==> src/rtl/dcp_run_ctrl.sv <==
// dcp_run_ctrl: CPU run/step controller for the debug control panel.
//   Generates a gated cpu_clk for single-step, N-step and free-run operation.
//   Holds NBP PC breakpoints and reports why a sequence stopped.
// Ports:
//   clk, rstn                 clock, async active-low reset
//   cmd_vld/cmd_rdy           command handshake from the parser
//   cmd_op/cmd_idx/cmd_arg    opcode, breakpoint index, argument
//   pc                        current CPU PC
//   cpu_clk                   registered gated CPU clock (1 clk high per instr)
//   running                   high during a STEP/RUN sequence
//   stop_vld/stop_cause/bp_idx  end-of-sequence pulse, cause, hit index
//   bp_en                     breakpoint enable vector
//   cmd_err                   pulse on an illegal op or out-of-range index
//   cyc_cnt                   count of cpu_clk pulses issued

// One breakpoint slot: address register, enable bit, hit compare.
module dcp_bp_slot #(
  parameter int AW = 32
) (
  input  logic          clk,
  input  logic          rstn,
  input  logic          set,
  input  logic          clr,
  input  logic [AW-1:0] arg,
  input  logic [AW-1:0] pc,
  output logic          en,
  output logic          hit
);
  logic [AW-1:0] addr;

  always_ff @(posedge clk or negedge rstn) begin
    if (!rstn) begin
      addr <= '0;
      en   <= 1'b0;
    end else if (set) begin
      addr <= arg;
      en   <= 1'b1;
    end else if (clr) begin
      en   <= 1'b0;
    end
  end

  assign hit = en && (pc == addr);
endmodule

module dcp_run_ctrl #(
  parameter int NBP = 4,
  parameter int AW  = 32,
  parameter int CW  = 16,
  parameter int IW  = 2
) (
  input  logic           clk,
  input  logic           rstn,
  input  logic           cmd_vld,
  output logic           cmd_rdy,
  input  logic [2:0]     cmd_op,
  input  logic [IW-1:0]  cmd_idx,
  input  logic [AW-1:0]  cmd_arg,
  input  logic [AW-1:0]  pc,
  output logic           cpu_clk,
  output logic           running,
  output logic           stop_vld,
  output logic [1:0]     stop_cause,
  output logic [IW-1:0]  bp_idx,
  output logic [NBP-1:0] bp_en,
  output logic           cmd_err,
  output logic [31:0]    cyc_cnt
);
  localparam logic [2:0] OP_NOP = 3'd0, OP_STEP = 3'd1, OP_RUN = 3'd2, OP_HALT = 3'd3,
                         OP_SETBP = 3'd4, OP_CLRBP = 3'd5, OP_CLRALL = 3'd6;
  localparam logic [1:0] C_STEP = 2'd1, C_BP = 2'd2, C_HALT = 2'd3;

  typedef enum logic [1:0] {IDLE, PULSE, CHECK, STOP} state_t;

  state_t        state, nxt;
  logic [1:0]    nxt_cause;
  logic [CW-1:0] cnt;
  logic          step_mode;
  logic          acc, idx_ok, in_idle, any_hit;
  logic [NBP-1:0] hit, set_v, clr_v;
  logic [IW-1:0] hit_idx;

  assign acc     = cmd_vld && cmd_rdy;
  assign in_idle = (state == IDLE);
  assign idx_ok  = (32'(cmd_idx) < NBP);

  // Breakpoint slots; writes only land from IDLE, so a mid-run SETBP is dropped.
  genvar i;
  generate
    for (i = 0; i < NBP; i++) begin : g_bp
      assign set_v[i] = acc && in_idle && (cmd_op == OP_SETBP) && idx_ok && (cmd_idx == IW'(i));
      assign clr_v[i] = acc && in_idle &&
                        (((cmd_op == OP_CLRBP) && idx_ok && (cmd_idx == IW'(i))) ||
                         (cmd_op == OP_CLRALL));
      dcp_bp_slot #(.AW(AW)) u_slot (
        .clk (clk),
        .rstn(rstn),
        .set (set_v[i]),
        .clr (clr_v[i]),
        .arg (cmd_arg),
        .pc  (pc),
        .en  (bp_en[i]),
        .hit (hit[i])
      );
    end
  endgenerate

  assign any_hit = |hit;

  // Lowest hit index wins: scan downward so the last assignment is the lowest.
  always_comb begin
    hit_idx = '0;
    for (int k = NBP - 1; k >= 0; k--)
      if (hit[k]) hit_idx = IW'(k);
  end

  always_comb begin
    nxt       = state;
    nxt_cause = stop_cause;
    case (state)
      IDLE: if (acc) begin
        case (cmd_op)
          OP_STEP, OP_RUN: nxt = PULSE;
          OP_HALT: begin nxt = STOP; nxt_cause = C_HALT; end
          default: nxt = IDLE;
        endcase
      end
      PULSE: nxt = CHECK;
      CHECK: begin
        if (acc && (cmd_op == OP_HALT)) begin
          nxt = STOP; nxt_cause = C_HALT;
        end else if (any_hit) begin
          nxt = STOP; nxt_cause = C_BP;
        end else if (step_mode && (cnt == '0)) begin
          nxt = STOP; nxt_cause = C_STEP;
        end else begin
          nxt = PULSE;
        end
      end
      default: nxt = IDLE;
    endcase
  end

  // All outputs are registered; cmd_rdy tracks the state being entered.
  always_ff @(posedge clk or negedge rstn) begin
    if (!rstn) begin
      state      <= IDLE;
      cmd_rdy    <= 1'b0;
      cpu_clk    <= 1'b0;
      running    <= 1'b0;
      stop_vld   <= 1'b0;
      stop_cause <= 2'd0;
      bp_idx     <= '0;
      cmd_err    <= 1'b0;
      cyc_cnt    <= '0;
      cnt        <= '0;
      step_mode  <= 1'b0;
    end else begin
      state    <= nxt;
      cmd_rdy  <= (nxt == IDLE) || (nxt == CHECK);
      cpu_clk  <= (nxt == PULSE);
      stop_vld <= (nxt == STOP);
      cmd_err  <= 1'b0;
      if (nxt == STOP) begin
        running    <= 1'b0;
        stop_cause <= nxt_cause;
        if (nxt_cause == C_BP) bp_idx <= hit_idx;
      end
      case (state)
        IDLE: if (acc) begin
          case (cmd_op)
            OP_STEP: begin
              cnt       <= (cmd_arg[CW-1:0] == '0) ? CW'(1) : cmd_arg[CW-1:0];
              step_mode <= 1'b1;
              running   <= 1'b1;
            end
            OP_RUN: begin
              step_mode <= 1'b0;
              running   <= 1'b1;
            end
            OP_SETBP, OP_CLRBP: if (!idx_ok) cmd_err <= 1'b1;
            OP_CLRALL: cyc_cnt <= '0;
            OP_NOP, OP_HALT: ;
            default: cmd_err <= 1'b1;
          endcase
        end
        PULSE: begin
          cyc_cnt <= cyc_cnt + 32'd1;
          if (step_mode) cnt <= cnt - CW'(1);
        end
        CHECK: if (acc && (cmd_op != OP_HALT)) cmd_err <= 1'b1;
        default: ;
      endcase
    end
  end
endmodule

==> config.mk <==
export PLATFORM = sky130hd
export DESIGN_NAME = dcp_run_ctrl
export DESIGN_NICKNAME = d
export VERILOG_FILES = /design/src/rtl/dcp_run_ctrl.sv
export SDC_FILE = /design/constraint.sdc
export NUM_CORES = 1
export LEC_CHECK = 0
export ABC_AREA = 1
export ABC_CLOCK_PERIOD_IN_PS = 3200
export CORE_MARGIN = 1.5
export CORE_UTILIZATION = 35
export CTS_CLUSTER_SIZE = 28
export DETAILED_ROUTE_END_ITERATION = 12
export MAX_ROUTING_LAYER = met4
export PLACE_DENSITY_LB_ADDON = 0.2
export SYNTH_ARGS = -nofsm -noshare
export SYNTH_HDL_FRONTEND = slang
export SYNTH_HIERARCHICAL = 1
export SYNTH_SLANG_ARGS = --single-unit
==> constraint.sdc <==
create_clock -name clk -period 3.2 [get_ports clk]
set_input_delay 0.32 -clock clk [delete_from_list [all_inputs] [get_ports clk]]
set_output_delay 0.32 -clock clk [all_outputs]
set_load 0.01 [all_outputs]
==> results of run 1 <==
==> worst max path at each step <==
stage,endpoint,startpoint,slack (ns),cells after the start
after floorplan,bp_idx[0]$_DFFE_PN0P_,g_bp[0].u_slot/addr[18]$_DFFE_PN0P_,1.48,13
after global placement,bp_idx[1]$_DFFE_PN0P_,pc[23],0.47,18
after detailed placement,bp_idx[0]$_DFFE_PN0P_,pc[17],0.46,18
after CTS,bp_idx[0]$_DFFE_PN0P_,pc[17],0.90,18
after global routing,bp_idx[1]$_DFFE_PN0P_,pc[25],0.63,18
final,bp_idx[0]$_DFFE_PN0P_,pc[15],0.87,18
==> per-layer routing <==
metal	up-vias	global-route usage (%)	share of wire, %
met5	-	-	0
met3	41	3.59	4.8
li1	5072	-	-
met1	4642	29.0	50
met2	235	30.7	43
met4	0	6.00	2.2
==> registers in the layout (all words and copies together) (netlist names) <==
signal,count
cmd_rdy,1
bp_idx,2
state,2
g_bp.u_slot/addr,128
cpu_clk,1
g_bp.u_slot/en,4
stop_vld,1
running,1
cmd_err,1
stop_cause,2
cyc_cnt,32
step_mode,1
cnt,16
==> layout by cell type (no fill, tap or decap), types with 2 or more instances in the layout <==
master,n
nor3_2,4
buf_4,11
xnor2_1,25
clkbuf_16,17
nor2_2,7
inv_2,26
nand3_2,3
clkinvlp_4,3
a22o_1,2
o21ai_0,108
nand4_1,13
nor2_4,6
xor2_1,22
ha_1,3
clkdlybuf4s50_1,115
dfrtp_1,192
nand3_1,62
buf_12,3
nor4_1,2
nand2_1,578
o211ai_1,11
bufinv_16,5
o22ai_1,8
a21oi_1,28
inv_6,2
nor2_1,139
inv_1,216
nor3_1,16
clkbuf_8,2
nand2_2,4
clkinv_2,2
o21ai_1,49
==> what timing repair did <==
action                     4_1_cts  5_1_grt
hold endpoints to repair        75        0
hold buffers                     1        0
setup endpoints to repair        0        0
==> final cells by class <==
| cell class | count | area (sq um) | share of cell area (%) |
|---|---|---|---|
| Sequential cell | 192 | 4800 | 36.5 |
| Multi-Input combinational cell | 1100 | 5000 | 37.9 |
| Inverter | 242 | 908 | 6.90 |
| Timing Repair Buffer | 131 | 1320 | 10.0 |
| Clock buffer | 19 | 443 | 3.36 |
| Tap cell | 396 | 495 | 3.76 |
| Clock inverter | 13 | 209 | 1.59 |
==> cell families (layout without fill, tap and decap cells) <==
| kind of cell | Yosys count | after routing | share of synthesized area, % |
|---|---|---|---|
| flops | 192 | 192 | 44.1 |
| compound gates | 213 | 213 | 10.4 |
| simple gates | 837 | 837 | 31.1 |
| xor+xnor | 47 | 47 | 3.78 |
| fa+ha+maj | 3 | 3 | 0.344 |
| buf+inv | 282 | 405 | 10.4 |
==> cell usage after synthesis, types with 11 or more instances <==
cell / instances
dfrtp_1: 192
nand4_1: 13
xnor2_1: 25
o211ai_1: 11
nand3_1: 62
o21ai_0: 108
nand2_1: 578
inv_2: 26
nor2_1: 142
nor3_1: 16
inv_1: 216
buf_2: 31
xor2_1: 22
o21ai_1: 49
a21oi_1: 28
==> metrics by stage <==
| step | area (sq um) | hold WS, ns | power, mW |
|---|---|---|---|
| floorplan | 10900 | 0.0244 | 5.87 |
| global placement | 12500 | 0.414 | 7.18 |
| detailed placement | 12500 | 0.412 | 7.23 |
| CTS | 13200 | 0.496 | 9.68 |
| global route | 13200 | 0.510 | 10.3 |
| finish | 13200 | 0.473 | 9.60 |
==> report_power, final <==
group          total, mW  switching (mW)  internal (mW)  leakage [nW]
combinational       3.26            1.94           1.32          3.97
clock               2.40           0.988           1.41         0.310
sequential          3.94           0.684           3.25          2.22
total               9.60            3.62           5.98          6.50
==> worst register-to-register path: stages, from the launching register on <==
cell and delay (ns):
dfrtp_1 0.39, xor2_1 0.16, nor3_1 0.33, nand3_1 0.19
nor2_1 0.21, nor2_1 0.09, nand3_1 0.12, nand2_1 0.06
nand2_1 0.06, nand2_1 0.05, nor2_2 0.17, nand3_1 0.12
nand2_1 0.07, nand2_1 0.05
==> key figures, run 1 <==
Timing
  • Final setup vio count: 0
  • Fin Clk Skew: 0.0111 ns
  • Final Critical Period: ~2.3 ns
  • Final Max Slew Viols: 0
  • Final setup margin: between 0.8 and 0.9 ns
  • Worst slew margin: 54.2%
  • Fmax: 0.429 GHz
  • RSZ-0062 raised after global routing: false
  • Tcrit/Tclk final: 72.9%
  • Final Hold Viols: 0
  • Total negative slack: 0 ns
  • Worst Tran Pin Value: 0.687 ns

Pwr
  • Peak supply drop: 0.480 mV
  • PwrDens: 729 nW/um^2
  • Leakage power: ~6.5 nW

Routing
  • DRT iter0 DRCs: 800
  • WL per Instance: 15.2 um
  • Post-DRT Antenna Nets: 0
  • Via count: 9990
  • DRT Pass-1 Iters: 5
  • WL final: 31.8 mm
  • DRC: 0
  • DR vias/cell: roughly 4.8

Floorplanning
  • Horiz. Die Dim: 179 um
  • Number of core rows: 64
  • Placeable Area: 30600 sq um
  • IO Pins: 117
  • Initial Utilization: 35.6%
  • DIE AREA: around 32000 sq um
  • Die H: about 180 um

Clocking
  • CTS tree: done
  • Post-CTS setup buffer count: 0
  • Clock Sinks: 192
  • Clk slew on worst S/H paths: 0.07 ns
  • Clock Path Buffers: 2
  • H-tree depth: 4
  • Clk_lat worst skew: about 0.44 ns
  • Clock Tree Root: clkbuf_16
  • Cts bufs inserted: 17
  • Post-cts resize count: 0

Placed design
  • Inst Count DP: roughly 2k
  • Hpwl dp: 23.6 mm
  • GP Congestion: 0.882
  • Number of port buffers: 116
  • Pre-CTS WS: approximately 0.46 ns

Worst setup path
  • Arr. time, crit path: around 2.7 ns
  • Most common cell on crit path: nand2_1
  • Startpoint Class: input port
  • Worst-path maximum fanout: 8
  • Critical path's largest stage delay: around 0.63 ns
  • Worst Reg2Reg Path Length in Cells: 13
  • Reg2reg setup slack: between 1 and 1.5 ns
  • Critical path, cell by cell: clkdlybuf4s50_1 > inv_1 > nand2_1 > nand2_1 > nor2_1 > nand2_1 > nor2_1 > nand3_1 > nor2_1 > nor2_1 > nand3_1 > nand2_1 > nand2_1 > nand2_1 > nor2_2 > nand3_1 > nand2_1 > nand2_1
  • Worst reg2reg endpoint: bp_idx[0]$_DFFE_PN0P_
  • Crit path max-delay family: simple AND/OR/NAND/NOR gates
  • Worst Path Buf+Inv: 2
  • Req. time, crit path: roughly 3.5 ns
  • Worst setup path class: input port to register
  • RR Startpoint: g_bp[2].u_slot/addr[18]$_DFFE_PN0P_
  • Worst Setup End Kind: register
  • Crit-path slowest cell: clkdlybuf4s50_1

Synth
  • Seq cells post-synth: 192
  • Top FF cell, synth: dfrtp_1
  • Leading area contributor after synthesis: dfrtp_1
  • Register area share after synthesis: between 40% and 50%
  • Yosys Warn Count: 6
  • Ys async rst share: 100%
  • Syn avg cell area: 6.93 sq um
  • Top cells by area, synth: dfrtp_1 (44%), nand2_1 (20%), inv_1 (7.4%)
  • Share of the synthesized area in the top cell type: 44.1%
  • Synth cell types: 36
  • Number of flops mapped to enable cells by yosys: 0
  • Syn Std Cell Area: 10900 sq um
  • Syn Inst Count: 1574
  • Post-Syn Nets: between 1.5k and 2k

Global routing
  • Total GRT Usage: 20.7%
  • Vias in the first global route: 9502
  • Antenna violations before repair: 0
  • Congestion Overflow GR: 0
  • First-pass GRT wire length: around 52 mm
  • Largest net degree at the start of global routing: slightly below 80

Layout
  • Nets: 1759
  • Non-filler instance count after layout: between 2k and 2.5k
  • Fillers: 3189
  • Layout Utilization: 43.1%
  • Area Overhead vs Synth: 20.9%
  • Share of cells above drive strength 1: around 5.8%
  • Inserted Diodes: 0

Outcome
  • Status: completed

Min path
  • Worst Hold Class: input port to async pin

Run
  • Max Cap Viol: 0
(Power assumes the default switching activity.)
==> run 2: changes to the inputs <==
- ABC_CLOCK_PERIOD_IN_PS: 3200 -> 2300
- clock period: 3.2 -> 2.3 ns (I/O delays scaled with it)
==> run 2 against run 1 <==
Wire length up 4.2%. Worst setup slack got worse by 0.67 ns. Clock skew rose by 0.00098 ns. Die area stayed put. Count of clock-buffer cells in the layout up 1. Combinational power increased by 43%. Sequential power up 39%. Critical path type is now register to register. Critical endpoint is now bp_idx[1]$_DFFE_PN0P_. Largest cell class unchanged.
==> key figures, run 2 (same netlist as run 1, synthesis figures left out) <==
Timing
  • Final setup margin: 0.198 ns (-0.669 ns)
  • Final Max Slew Viols: 0 (unchanged)
  • Total negative slack: 0 ns (unchanged)
  • Tcrit/Tclk final: 91.4%
  • Worst slew margin: 64.3% (+10 points)
  • WHS: 0.219 ns (-0.254 ns)
  • Final Critical Period: 2.10 ns
  • Fmax: 0.476 GHz
  • Final Hold Viols: 0 (unchanged)
  • Final setup vio count: 0 (unchanged)
  • Worst Tran Pin Value: 0.534 ns (-0.153 ns)
  • Fin Clk Skew: 0.0121 ns (+0.000982 ns)

Clocking
  • Clk_lat worst skew: 0.45 ns (about the same)
  • Cts bufs inserted: 17 (unchanged)
  • Clock Tree Root: clkbuf_16
  • H-tree depth: 4 (unchanged)
  • Clock Path Buffers: 2 (unchanged)
  • CTS tree: done
  • Clock Sinks: 192 (unchanged)
  • Clk slew on worst S/H paths: 0.07 ns (about the same)

Worst setup path
  • Worst Setup End Kind: register
  • Startpoint Class: register
  • Worst Reg2Reg Path Length in Cells: 16 (+3)
  • Worst reg2reg endpoint: bp_idx[1]$_DFFE_PN0P_
  • Reg2reg setup slack: 0.20 ns (-0.82 ns)
  • Setup crit end: bp_idx[1]$_DFFE_PN0P_
  • Crit-path slowest cell: dfrtp_1
  • RR Startpoint: g_bp[3].u_slot/addr[13]$_DFFE_PN0P_
  • Crit path max-delay family: simple AND/OR/NAND/NOR gates
  • Crit. path cell count: 16 (-2)
  • Critical path's largest stage delay: 0.36 ns (-0.27 ns)
  • Worst setup path class: register to register
  • Critical path, cell by cell: inv_1 > nand2_1 > nand2_1 > nor2_2 > nand2_1 > nor2_4 > nand3_2 > nor2_4 > nor2_1 > buf_4 > nand4_1 > nor2_1 > nor2_4 > nand3_1 > nand2_1 > nand2_1
  • CP Launch Point: g_bp[3].u_slot/addr[13]$_DFFE_PN0P_
  • Arr. time, crit path: 2.44 ns (-0.22 ns)
  • Most common cell on crit path: nand2_1
  • Worst Path Buf+Inv: 2 (unchanged)
  • Req. time, crit path: 2.64 ns (-0.89 ns)
  • Worst-path maximum fanout: 4 (-4)

Placed design
  • GP Congestion: 0.885 (+0.26%)
  • Pre-CTS WS: -0.465 ns (-0.924 ns)
  • Hpwl dp: 24.3 mm (+3.0%)
  • Inst Count DP: 2080 (+0.97%)
  • Number of port buffers: 116 (unchanged)
  • Placed cell area: 12700 sq um (+1.5%)

Layout
  • Area Overhead vs Synth: 22.9%
  • Top reg by flops: g_bp.u_slot/addr
  • Share of cells above drive strength 1: 7.51% (+1.7 points)
  • Most frequent cells in the layout: nand2_1 (578), inv_1 (216), dfrtp_1 (192), nor2_1 (132), o21ai_0 (108)
  • Nets: 1779 (+1.1%)
  • Fin area: 13400 sq um (+1.7%)
  • Most common cell after layout, fill and taps aside: nand2_1
  • Non-filler instance count after layout: 2113 (+0.96%)
  • Layout Utilization: 43.8% (+0.72 points)
  • Max FFs per register: 128 (unchanged)
  • Inserted Diodes: 0 (unchanged)
  • Top flop regs: g_bp.u_slot/addr: 128 flops, cyc_cnt: 32 flops, cnt: 16 flops

Global routing
  • Total GRT Usage: 21.7% (+0.98 points)
  • First-pass GRT wire length: 54.0 mm (+4.4%)
  • Congestion Overflow GR: 0 (unchanged)
  • Vias in the first global route: 9899 (+4.2%)
  • Largest net degree at the start of global routing: 74 (-6.3%)
  • Antenna violations before repair: 0 (unchanged)

Floorplanning
  • DIE AREA: 32200 sq um (unchanged)
  • Placeable Area: 30600 sq um (unchanged)
  • Die H: 179 um (unchanged)
  • Number of core rows: 64 (unchanged)
  • Horiz. Die Dim: 179 um (unchanged)
  • Initial Utilization: 35.6% (unchanged)
  • IO Pins: 117 (unchanged)

Routing
  • DRT iter0 DRCs: 634 (-21%)
  • WL per Instance: 15.7 um (+3.2%)
  • Post-DRT Antenna Nets: 0 (unchanged)
  • DR vias/cell: 4.78 (+0.18%)
  • DRC: 0 (unchanged)
  • DRT Pass-1 Iters: 5 (unchanged)
  • WL final: 33.2 mm (+4.2%)
  • Via count: 10.1k (+1.1%)

Pwr
  • Clock Power Share: 23.9% (-1.1 points)
  • Share of total power in combinational logic: 34.9% (+0.9 points)
  • Peak supply drop: 0.491 mV (+2.3%)
  • PwrDens: 996 nW/um^2 (+37%)
  • Design Power: 13.3 mW (+39%)
  • Sw power: 5.12 mW (+42%)
  • Leakage power: 6.67 nW (+2.7%)
  • Switching share of power: 38.4% (+0.77 points)
  • Int Power: 8.21 mW (+37%)
  • Sequential Power Share: 41.1% (about the same)

Outcome
  • Status: completed

Run
  • Max Cap Viol: 0 (unchanged)

Min path
  • Worst Hold Class: input port to async pin
[run 2: cell count changes in the layout (fill, tap and decap cells not counted), moves of 2 or more]
cell,change
buf_12,+3
buf_4,+17
bufinv_16,-2
clkdlybuf4s50_1,-9
dlymetal6s2s_1,+9
nand3_1,-3
nand3_2,+3
nor2_1,-7
nor2_2,+4
nor2_4,+3
[run 2: layout make-up]
cell class,instances,area [sq um]
multi-input combinational,1100,5040
inverter,242,908
clock buffer,20,457
tap,396,495
sequential,192,4800
timing repair buffer,151,1530
fill,3143,17200
clock inverter,12,156
[run 2: what timing repair did]
action / CTS / global route
hold buffers: 1 / 0
endpoints found under the hold margin: 42 / 0
gates resized for setup: 0 / 22
endpoints found under the setup margin: 0 / 8
setup buffers: 0 / 0
[run 2: per-layer routing]
metal  share of wire (%)  track usage [%]  vias to the layer above
met1                  49             30.2                     4698
met3                 4.9             3.44                       30
met2                  45             33.0                      275
li1                    -                -                     5101
met5                   0                -                        -
met4                 1.5             5.43                        0
[run 2: worst min path at each step]
| stage | startpoint | endpoint |
|---|---|---|
| floorplan | rstn | bp_idx[0]$_DFFE_PN0P_ |
| global placement | rstn | g_bp[3].u_slot/addr[17]$_DFFE_PN0P_ |
| detailed placement | rstn | g_bp[3].u_slot/addr[17]$_DFFE_PN0P_ |
| CTS | rstn | g_bp[3].u_slot/addr[17]$_DFFE_PN0P_ |
| global route | rstn | g_bp[1].u_slot/addr[17]$_DFFE_PN0P_ |
| finish | rstn | g_bp[1].u_slot/addr[17]$_DFFE_PN0P_ |
[run 2: power groups by stage]
stage | Sequential, mW | Combinational (mW) | Clock [mW]
floorplan | 5.40 | 2.77 | 0
global placement | 5.52 | 4.58 | 0
detailed placement | 5.52 | 4.64 | 0
CTS | 5.48 | 4.67 | 3.25
global route | 5.64 | 5.29 | 3.39
finish | 5.48 | 4.66 | 3.19
==> run 3: changes to the inputs <==
- SLEW_MARGIN: default -> 0
==> results of run 3 <==
Final layout, timing and power as in run 2 (identical DEF).
